--- src/rtl/if_id_pkg.sv ---
// if_id_pkg
//   Shared definitions for the IF/ID pipeline buffer: the decode-side NOP
//   used when the buffer is empty, the stored fetch tuple layout and the
//   buffer depth.
package if_id_pkg;

  // addi x0, x0, 0
  localparam logic [31:0] NOP_INSTR   = 32'h0000_0013;
  localparam int          IF_ID_DEPTH = 2;

  typedef struct packed {
    logic [31:0] instr;
    logic [15:0] pc;
    logic [15:0] pc_plus4;
  } if_id_entry_t;

endpackage

--- src/rtl/if_id_bubble_counter.sv ---
// if_id_bubble_counter
//   Saturating 16-bit counter of cycles in which decode had nothing valid to
//   consume. Only built when IF_ID_BUBBLE_CNT_EN is defined.
//
// Ports
//   clk    : system clock, rising edge
//   reset  : synchronous, active-low; clears the count
//   inc    : count this cycle (decode starved)
//   count  : current bubble count, holds at 16'hFFFF
module if_id_bubble_counter (
  input  logic        clk,
  input  logic        reset,
  input  logic        inc,
  output logic [15:0] count
);

  always_ff @(posedge clk) begin
    if (!reset) begin
      count <= '0;
    end else if (inc && (count != 16'hFFFF)) begin
      count <= count + 16'd1;
    end
  end

endmodule

--- src/rtl/if_id_buffer.sv ---
// if_id_buffer
//   Two-entry FIFO between instruction fetch and decode. Holds
//   {instr, pc, pc_plus4} tuples and delivers them in arrival order. A flush
//   discards everything buffered plus the tuple offered in the same cycle.
//   Optional feature macro: IF_ID_BUBBLE_CNT_EN adds a decode-starved cycle
//   counter on port bubble_count.
//
// Ports
//   clk, reset        : clock and synchronous active-low reset
//   if_instr/pc/pc_plus4, if_valid : fetch tuple in
//   if_ready          : buffer can take a tuple (depends on stored count only)
//   pc_write_zero     : ask fetch to hold PC (inverse of if_ready)
//   flush             : taken branch/jump, empty the buffer
//   id_instr/pc/pc_plus4, id_valid : head tuple out (NOP/zeros when empty)
//   id_ready          : decode consumes the head
//   bubble_count      : starved-cycle count (IF_ID_BUBBLE_CNT_EN only)
module if_id_buffer
  import if_id_pkg::*;
#(
  parameter int DEPTH = IF_ID_DEPTH
) (
  input  logic        clk,
  input  logic        reset,
  input  logic [31:0] if_instr,
  input  logic [15:0] if_pc,
  input  logic [15:0] if_pc_plus4,
  input  logic        if_valid,
  output logic        if_ready,
  output logic        pc_write_zero,
  input  logic        flush,
  output logic [31:0] id_instr,
  output logic [15:0] id_pc,
  output logic [15:0] id_pc_plus4,
  output logic        id_valid,
  input  logic        id_ready
`ifdef IF_ID_BUBBLE_CNT_EN
  ,
  output logic [15:0] bubble_count
`endif
);

  // Pointers are single bits, so only a depth of two is meaningful.
  localparam logic [1:0] FULL_COUNT = 2'(DEPTH);

  if_id_entry_t mem [0:1];
  logic [1:0]   count;
  logic         rd_ptr;
  logic         wr_ptr;
  logic         do_enq;
  logic         do_deq;
  if_id_entry_t head;

  // if_ready is a function of registered count only, so id_ready never
  // reaches fetch combinationally; a full buffer refuses even if decode
  // drains in the same cycle.
  assign if_ready      = (count != FULL_COUNT);
  assign pc_write_zero = ~if_ready;
  assign id_valid      = (count != 2'd0);

  assign do_enq = if_valid && if_ready && !flush;
  assign do_deq = id_valid && id_ready && !flush;

  always_ff @(posedge clk) begin
    if (!reset) begin
      count  <= 2'd0;
      rd_ptr <= 1'b0;
      wr_ptr <= 1'b0;
    end else if (flush) begin
      count  <= 2'd0;
      rd_ptr <= 1'b0;
      wr_ptr <= 1'b0;
    end else begin
      if (do_enq) wr_ptr <= ~wr_ptr;
      if (do_deq) rd_ptr <= ~rd_ptr;
      case ({do_enq, do_deq})
        2'b10:   count <= count + 2'd1;
        2'b01:   count <= count - 2'd1;
        default: count <= count;
      endcase
    end
  end

  // Entry storage carries no reset; validity is tracked by count alone.
  always_ff @(posedge clk) begin
    if (reset && do_enq) begin
      mem[wr_ptr] <= '{instr: if_instr, pc: if_pc, pc_plus4: if_pc_plus4};
    end
  end

  assign head = mem[rd_ptr];

  always_comb begin
    id_instr    = NOP_INSTR;
    id_pc       = 16'h0000;
    id_pc_plus4 = 16'h0000;
    if (id_valid) begin
      id_instr    = head.instr;
      id_pc       = head.pc;
      id_pc_plus4 = head.pc_plus4;
    end
  end

`ifdef IF_ID_BUBBLE_CNT_EN
  if_id_bubble_counter u_bubble_counter (
    .clk   (clk),
    .reset (reset),
    .inc   (~id_valid),
    .count (bubble_count)
  );
`endif

endmodule

--- config.mk ---
export PLATFORM = sky130hd
export DESIGN_NAME = if_id_buffer
export DESIGN_NICKNAME = d
export VERILOG_FILES = /design/src/rtl/if_id_pkg.sv /design/src/rtl/if_id_bubble_counter.sv /design/src/rtl/if_id_buffer.sv
export SDC_FILE = /design/constraint.sdc
export NUM_CORES = 1
export LEC_CHECK = 0
export CAP_MARGIN = 20
export CORE_MARGIN = 3
export CORE_UTILIZATION = 43
export CTS_CLUSTER_SIZE = 10
export DETAILED_ROUTE_END_ITERATION = 10
export PLACE_DENSITY_LB_ADDON = 0.2
export SLEW_MARGIN = 5
export SYNTH_ARGS = -nofsm -noshare
export SYNTH_HDL_FRONTEND = slang
export SYNTH_SLANG_ARGS = --single-unit
--- constraint.sdc ---
create_clock -name clk -period 6.7 [get_ports clk]
set_input_delay 1.675 -clock clk [delete_from_list [all_inputs] [get_ports clk]]
set_output_delay 1.675 -clock clk [all_outputs]
set_load 0.01 [all_outputs]
Word level (Yosys, flattened, before mapping)
Memory sizes are Yosys's and may differ from the RTL's. A register that Yosys moved wholly into a read port is not among the register bits.
Cells that the tools add are included.
Cells by class
  $add $sub $neg: 2
  multiply operators: 0
  div/mod/pow operators: 0
  magnitude comparators: 0
  equality and inequality tests: 3
  shift-type cells: 0
  mux-type cells: 8
  bitwise operators: 4
  reductions and logical operators: 9
Operators by type and width (number)
  $mux 16: 2
  $mux 32: 1
  $logic_and 1x1->1: 5
  $mux 1: 4
  $not 1->1: 4
  $pmux 2 s2: 1
  $reduce_bool 2->1: 2
  $add 2x1->2 const B: 1
  $eq 2x1->1 const B: 1
  $eq 2x2->1 const B: 1
  $ne 2x2->1 const B: 1
  $reduce_or 2->1: 1
  $sub 2x1->2 const B: 1
  $logic_not 1->1: 1
Word-level totals
  register bits after elaboration: 4
  latch bits: 0
  memory bits (writable): 128
  bits in read-only memories: 0
  bits of input ports: 69
  output and inout bits: 67
  logic and storage cells: 30
  memories kept: 1
Memories
  mem: depth 2, bits a word 64, rd ports 1, clocked after Yosys merged registers in 1, write ports 1, line if_id_buffer.sv:45  | if_id_entry_t mem [0:1];

Longest topological paths before layout
Gate-level depths: netlist of run 1.
  depth after elaboration: 6
  gate-level depth with buffers: 6
  gate-level depth less buffers: 6

Least setup slack after synthesis of run 1
OpenSTA, ideal clock, no wires.
  path type: input-to-reg
  from: input flush
  to: memory mem[0][0] (netlist bit) (enable)
  library setup time: 0.565 ns
  arrival time: 6.216 ns
  required time: 6.135 ns
  path slack: -0.081 ns
  stages: 3
  buffers on the path: 0
  path through: inv_1 nand2_1 nor3_1
On the way
  word-level cells in the longest chain between the ends: 5
Ends and longest elaborated chain
  from (decl): line if_id_buffer.sv:30  | input logic flush,
  $logic_not 1->1: line if_id_buffer.sv:60  | assign do_enq = if_valid && if_ready && !flush;
  $logic_and 1x1->1: line if_id_buffer.sv:60
  $logic_and 1x1->1: line if_id_buffer.sv:85  | if (reset && do_enq) begin
  $mux 1: line if_id_buffer.sv:85
  $mux 1 (implied by the code): line if_id_buffer.sv:86  | mem[wr_ptr] <= '{instr: if_instr, pc: if_pc, pc_plus4: if_pc_plus4};
  to (decl): line if_id_buffer.sv:45
Every way passes these cells.

Worst setup path in the final report of run 1
  from: register count[0]
  to: output id_pc_plus4[11]
On the way
  word-level cells in the longest chain between the ends: 2
Ends and longest elaborated chain
  from (decl): line if_id_buffer.sv:46  | logic [1:0] count;
  from (signal assigned): line if_id_buffer.sv:76  | 2'b10: count <= count + 2'd1;
  from (signal assigned): line if_id_buffer.sv:77  | 2'b01: count <= count - 2'd1;
  from (signal assigned): line if_id_buffer.sv:78  | default: count <= count;
  $reduce_bool 2->1: line if_id_buffer.sv:58  | assign id_valid = (count != 2'd0);
  $mux 16: line if_id_buffer.sv:96  | if (id_valid) begin
  to (decl): line if_id_buffer.sv:33  | output logic [15:0] id_pc_plus4,
Every way passes these cells.

==> results of run 1 <==
-- synthesized netlist by cell type, drive strengths merged, types with 2 or more instances --
cell type / count / share of area
a21oi: 2 / 0.0020
buf: 13 / 0.016
dfxtp: 5 / 0.020
edfxtp: 128 / 0.76
inv: 4 / 0.0030
mux2i: 64 / 0.13
nand2: 5 / 0.0037
nand3: 2 / 0.0020
nor2: 66 / 0.049
nor3: 2 / 0.0020
o21ai: 2 / 0.0020
xor2: 2 / 0.0035
-- through the flow --
step	total power (W)	hold slack, ns	setup TNS (ns)
final	0.00200	0.511	0
after detailed placement	0.00106	0.496	0
after global routing	0.00208	0.533	0
after global placement	0.00106	0.483	0
after floorplan	0.000988	0.472	-10.32
after CTS	0.00203	0.513	0
-- worst min-delay path: cells and delay by family (launching register included) --
| kind | cells | cell delay (ns) |
|---|---|---|
| simple gates | 1 | 0.07 |
| xor+xnor | 1 | 0.08 |
| flops | 1 | 0.32 |
-- per-layer routing --
layer | GRT usage | share of wire
met1 | 0.187 | 0.42
met2 | 0.244 | 0.48
met3 | 0.0592 | 0.079
met4 | 0.0689 | 0.022
met5 | 0 | 0
-- worst paths after layout --
path / to
min: flop
max: id_pc_plus4[11]
max reg2reg: mem[0][55]
min reg2reg: flop
-- logic make-up (layout without fill, tap and decap cells) --
kind of cell               after synthesis  after routing  share of synthesized area
DFF                                    133            133                      0.782
and+or+nand+nor                         77             77                     0.0593
muxes                                   64             64                      0.127
buffers and inverters                   17            175                     0.0188
AOI/OAI and AO/OA                        5              5                    0.00546
xor gates and xnor gates                 3              3                    0.00521
adders and majority gates                1              1                    0.00248
-- power breakdown --
group	total [W]	internal [W]	switching, W	leakage [nW]
registers	0.000934	0.000929	0.00000463	1.20
clock network	0.000958	0.000650	0.000308	0.294
logic	0.000111	0.0000653	0.0000460	0.823
-- flip-flops by register name, summed over array words and instances, names as in the netlist, named ones only --
name	flops
count	2
rd_ptr	1
mem	128
wr_ptr	1
-- final cells by class --
class	instances	area, sq um	share of cell area
Multi-Input combinational cell	150	1020	0.142
Sequential cell	133	3950	0.549
Tap cell	140	175	0.0244
Inverter	4	15.0	0.00209
Clock buffer	18	429	0.0597
Timing Repair Buffer	141	1420	0.197
Clock inverter	12	186	0.0259
==> results.ini, run 1 <==
[outcome]
status = finished, final reports clean

[final_layout]
fillers = 834
postLayoutCellArea_sq_um = 7190
num_antenna_cells = 0
finalNonFillerCells = 598
final_common_cell = clkdlybuf4s50_1
post-route-util = 0.647
nets = 517
areaGrowthSynthToFinish_pct = 42.6
drive_gt1_frac = 0.0786
final_cell_mix = 135 x clkdlybuf4s50_1, 128 x edfxtp_1, 65 x nor2_1

[worst_setup_path]
max_stage_delay_ns = 0.73
rr_worst_depth = 4
crit_family = buffers and inverters
crit_chain = nor2_4 -> buf_4 -> nor2_1 -> clkdlybuf4s50_1
crit_slowest_cell = nor2_4
r2r_setup_slack_ns = 4.81
path_class = flop to output port
worst-path-stages = 4
cp-end-kind = output port
worst-path-buf-inv = 2
critPathRequiredTime_ns = 5.03
crit_arrival_ns = 2.49
startpoint = count[0]
r2r_start = count[0]
worst-path-max-fanout = 38
worstSetupStartpointType = flop

[sta]
layout_min_cycle_time_ns = 4.17
tightest_slew_ns = 0.933
setup_slack_ns = 2.53
fmax_ghz = 0.240
finalSetupViolations = 0
hold_violations = 0
slew_headroom = 0.376
timing.final.crit_share = 0.622
rsz0062_at_grt = false
skew_ns = 0.00775
slew_violations = 0

[detailed_routing]
drtIter0Drc = 90
via_per_inst = 4.81
drc = 0
wirelength_um = 9510
routedWlPerCell_um = 15.9
firstDrtPassIters = 4
ant_nets = 0
num_vias = 2878

[clock_network]
h-tree-depth = 4
cts_root_buffer = clkbuf_16
clockBufferDepth = 2
cts_tree = yes
insertion_delay_ns = 0.40
cts_buffers = 17
cts_sinks = 133
cts_hold_buf = 0
cts_resized = 0
post-cts-setup-buffer-count = 0
path_clk_slew_ns = 0.05

[place]
place_inst = 567
port_buffers = 135
gp_congestion = 0.707
place_ws_ns = 2.89
dp_hpwl_um = 6040
place_area_sq_um = 6550

[synthesis]
async_flop_share = 0
syn_area_per_cell_sq_um = 16.8
syn-num-nets = 370
synth_edf_count = 128
postSynthCellCount = 300
synth.yosys.seq_area_share = 0.782
ys.flop_type = edfxtp_1
synth.cell_area_sq_um = 5040
synth_cell_types = 18
yosys_warnings = 0
synth-seq-cells = 133

[global_route]
grt_pass1_wl_um = 15200
grt_max_degree = 65
globalRouteTotalUtil = 0.154
first_global_vias = 3131
grt_overflow_total = 0
antenna_found_initial = 0

[floorplanning]
die_area_sq_um = 13100
core_sq_um = 11100
die_w_um = 114
ios = 136
dieHeight_um = 114
rows = 38
initial_core_util = 0.453

[run]
cap_viol_max_count = 0

[power_and_ir_drop]
leakage_nw = 2.32
p_per_area_nw_per_um2 = 278
peakVddDrop_mv = 0.164

[hold_path]
min_delay_path_depth = 2
min_path_type = flop to flop
hp-start = rd_ptr

(Power assumes the default switching activity.)
==> inputs of run 2 (changes only) <==
==> constraint.sdc (replaced) <==
create_clock -name clk -period 3.6 [get_ports clk]
set_input_delay 0.9 -clock clk [delete_from_list [all_inputs] [get_ports clk]]
set_output_delay 0.9 -clock clk [all_outputs]
set_load 0.01 [all_outputs]
==> run 2 against run 1 <==
Net effect:
- sequential share of layout area grew 0.18 points
- power grew 80%
- wire length grew 9.3%
- critical path depth is the same
- sequential cell count is the same
- die area is the same
- clock-buffer cell count grew 1
- first-iteration DRC count grew 79%
- cell count grew 0.67%
- combinational power grew 93%
- register-to-register slack lost 3.1 ns
- critical path type unchanged
- critical endpoint is now id_pc_plus4[8]
==> results.ini, run 2 (synthesis gave the netlist of run 1 again) <==
[clock_network]
h-tree-depth = 4
cts_tree = yes
cts_resized = 0
cts_buffers = 17
clockBufferDepth = 2
cts_sinks = 133
insertion_delay_ns = 0.40
path_clk_slew_ns = 0.06
cts_hold_buf = 0
post-cts-setup-buffer-count = 0
cts_root_buffer = clkbuf_16

[sta]
final.setup.tns_ns = 0
setup_slack_ns = 0.515
whs_ns = 0.530
timing.final.crit_share = 0.857
fmax_ghz = 0.324
slew_violations = 0
skew_ns = 0.00822
hold_violations = 0
layout_min_cycle_time_ns = 3.08
tightest_slew_ns = 0.457
finalSetupViolations = 0
rsz0062_at_grt = false
slew_headroom = 0.695

[power_and_ir_drop]
p_per_area_nw_per_um2 = 503
switching_share = 0.190
net-switching-power_w = 0.000686
peakVddDrop_mv = 0.336
internal-power_w = 0.00292
power_frac_clock = 0.459
seqPwrFrac = 0.482
leakage_nw = 2.31
combPwrFrac = 0.059

[detailed_routing]
wirelength_um = 10400
routedWlPerCell_um = 17.3
drc = 0
num_vias = 2927
drtIter0Drc = 161
firstDrtPassIters = 4
ant_nets = 0
via_per_inst = 4.86

[floorplanning]
initial_core_util = 0.453
rows = 38
core_sq_um = 11100
dieHeight_um = 114
die_w_um = 114
ios = 136
die_area_sq_um = 13100

[final_layout]
drive_gt1_frac = 0.0801
areaGrowthSynthToFinish_pct = 42.1
final_common_cell = clkdlybuf4s50_1
postLayoutCellArea_sq_um = 7170
top_register = mem
post-route-util = 0.644
nets = 519
largest_reg_flops = 128
num_antenna_cells = 0
reg_top3 = mem x128, count x2
final_cell_mix = 135 x clkdlybuf4s50_1, 128 x edfxtp_1, 65 x nor2_1

[worst_setup_path]
startpoint = count[1]
crit_arrival_ns = 2.18
crit_chain = nor2_4 -> buf_4 -> nor2_1 -> clkdlybuf4s50_1
worstSetupStartpointType = flop
crit_slowest_cell = clkdlybuf4s50_1
cp-end-kind = output port
max_stage_delay_ns = 0.50
path_class = flop to output port
r2r_start = count[0]
critPathRequiredTime_ns = 2.70
worst-path-max-fanout = 33

[run]
cap_viol_max_count = 0

[global_route]
gr-usage-met3 = 0.0629
first_global_vias = 3076
grt-busiest-layer = met2
grt_use_met2 = 0.274
grt.met1_usage = 0.207
grt_overflow_total = 0
globalRouteTotalUtil = 0.166
grt_pass1_wl_um = 16000
grt_max_degree = 34
antenna_found_initial = 0

[place]
gp_congestion = 0.727
place_ws_ns = 0.896
dp_hpwl_um = 6690
port_buffers = 135
place_area_sq_um = 6600

[hold_path]
min_path_type = flop to flop
hp-start = rd_ptr

[outcome]
status = finished, final reports clean

## run 2: power groups by stage
| stage | Sequential, W | Clock (W) | Combinational, W |
|---|---|---|---|
| after floorplan | 0.00177 | 0 | 0.0000688 |
| after global placement | 0.00177 | 0 | 0.000210 |
| after detailed placement | 0.00177 | 0 | 0.000215 |
| after CTS | 0.00174 | 0.00169 | 0.000217 |
| after global routing | 0.00174 | 0.00177 | 0.000230 |
| final | 0.00174 | 0.00166 | 0.000214 |
## run 2: worst paths after layout
kind	depth (start not counted)	slack [ns]	endpoint
max	4	0.52	id_pc_plus4[8]
min	2	0.53	rd_ptr
max reg2reg	4	1.69	mem[0][21]
min reg2reg	2	0.53	rd_ptr
## run 2: layer usage
layer / share of wire / wire length, um
met5: 0 / 0
met4: 0.0050 / 52
met3: 0.061 / 631
met2: 0.52 / 5410
met1: 0.41 / 4310
## run 2: critical path, delay by kind of cell, from the launching register on
kind,cells,cell delay (ns)
and+or+nand+nor,2,0.50
DFF,1,0.36
buffers and inverters,2,0.92
## run 2: metrics by stage
step,cells,total power (W)
3_3_place_gp,570,0.00198
3_5_place_dp,570,0.00198
2_1_floorplan,300,0.00184
5_1_grt,602,0.00374
6_report,602,0.00361
4_1_cts,602,0.00364
## run 2: area by class of cell
cell class / instances / area (sq um)
Multi-Input combinational cell: 150 / 1040
Clock buffer: 19 / 433
Tap cell: 140 / 175
Timing Repair Buffer: 143 / 1420
Clock inverter: 13 / 139
Inverter: 4 / 15.0
Fill cell: 877 / 3960
Sequential cell: 133 / 3950
==> inputs of run 3 (changes only) <==
--- a/config.mk
+++ b/config.mk
@@ -8,7 +8,7 @@
 export CAP_MARGIN = 20
 export CORE_MARGIN = 3
 export CORE_UTILIZATION = 43
-export CTS_CLUSTER_SIZE = 10
+export CTS_CLUSTER_SIZE = 30
 export DETAILED_ROUTE_END_ITERATION = 10
 export PLACE_DENSITY_LB_ADDON = 0.2
 export SLEW_MARGIN = 5
==> results of run 3 <==
Final layout, timing and power as in run 2 (identical DEF).
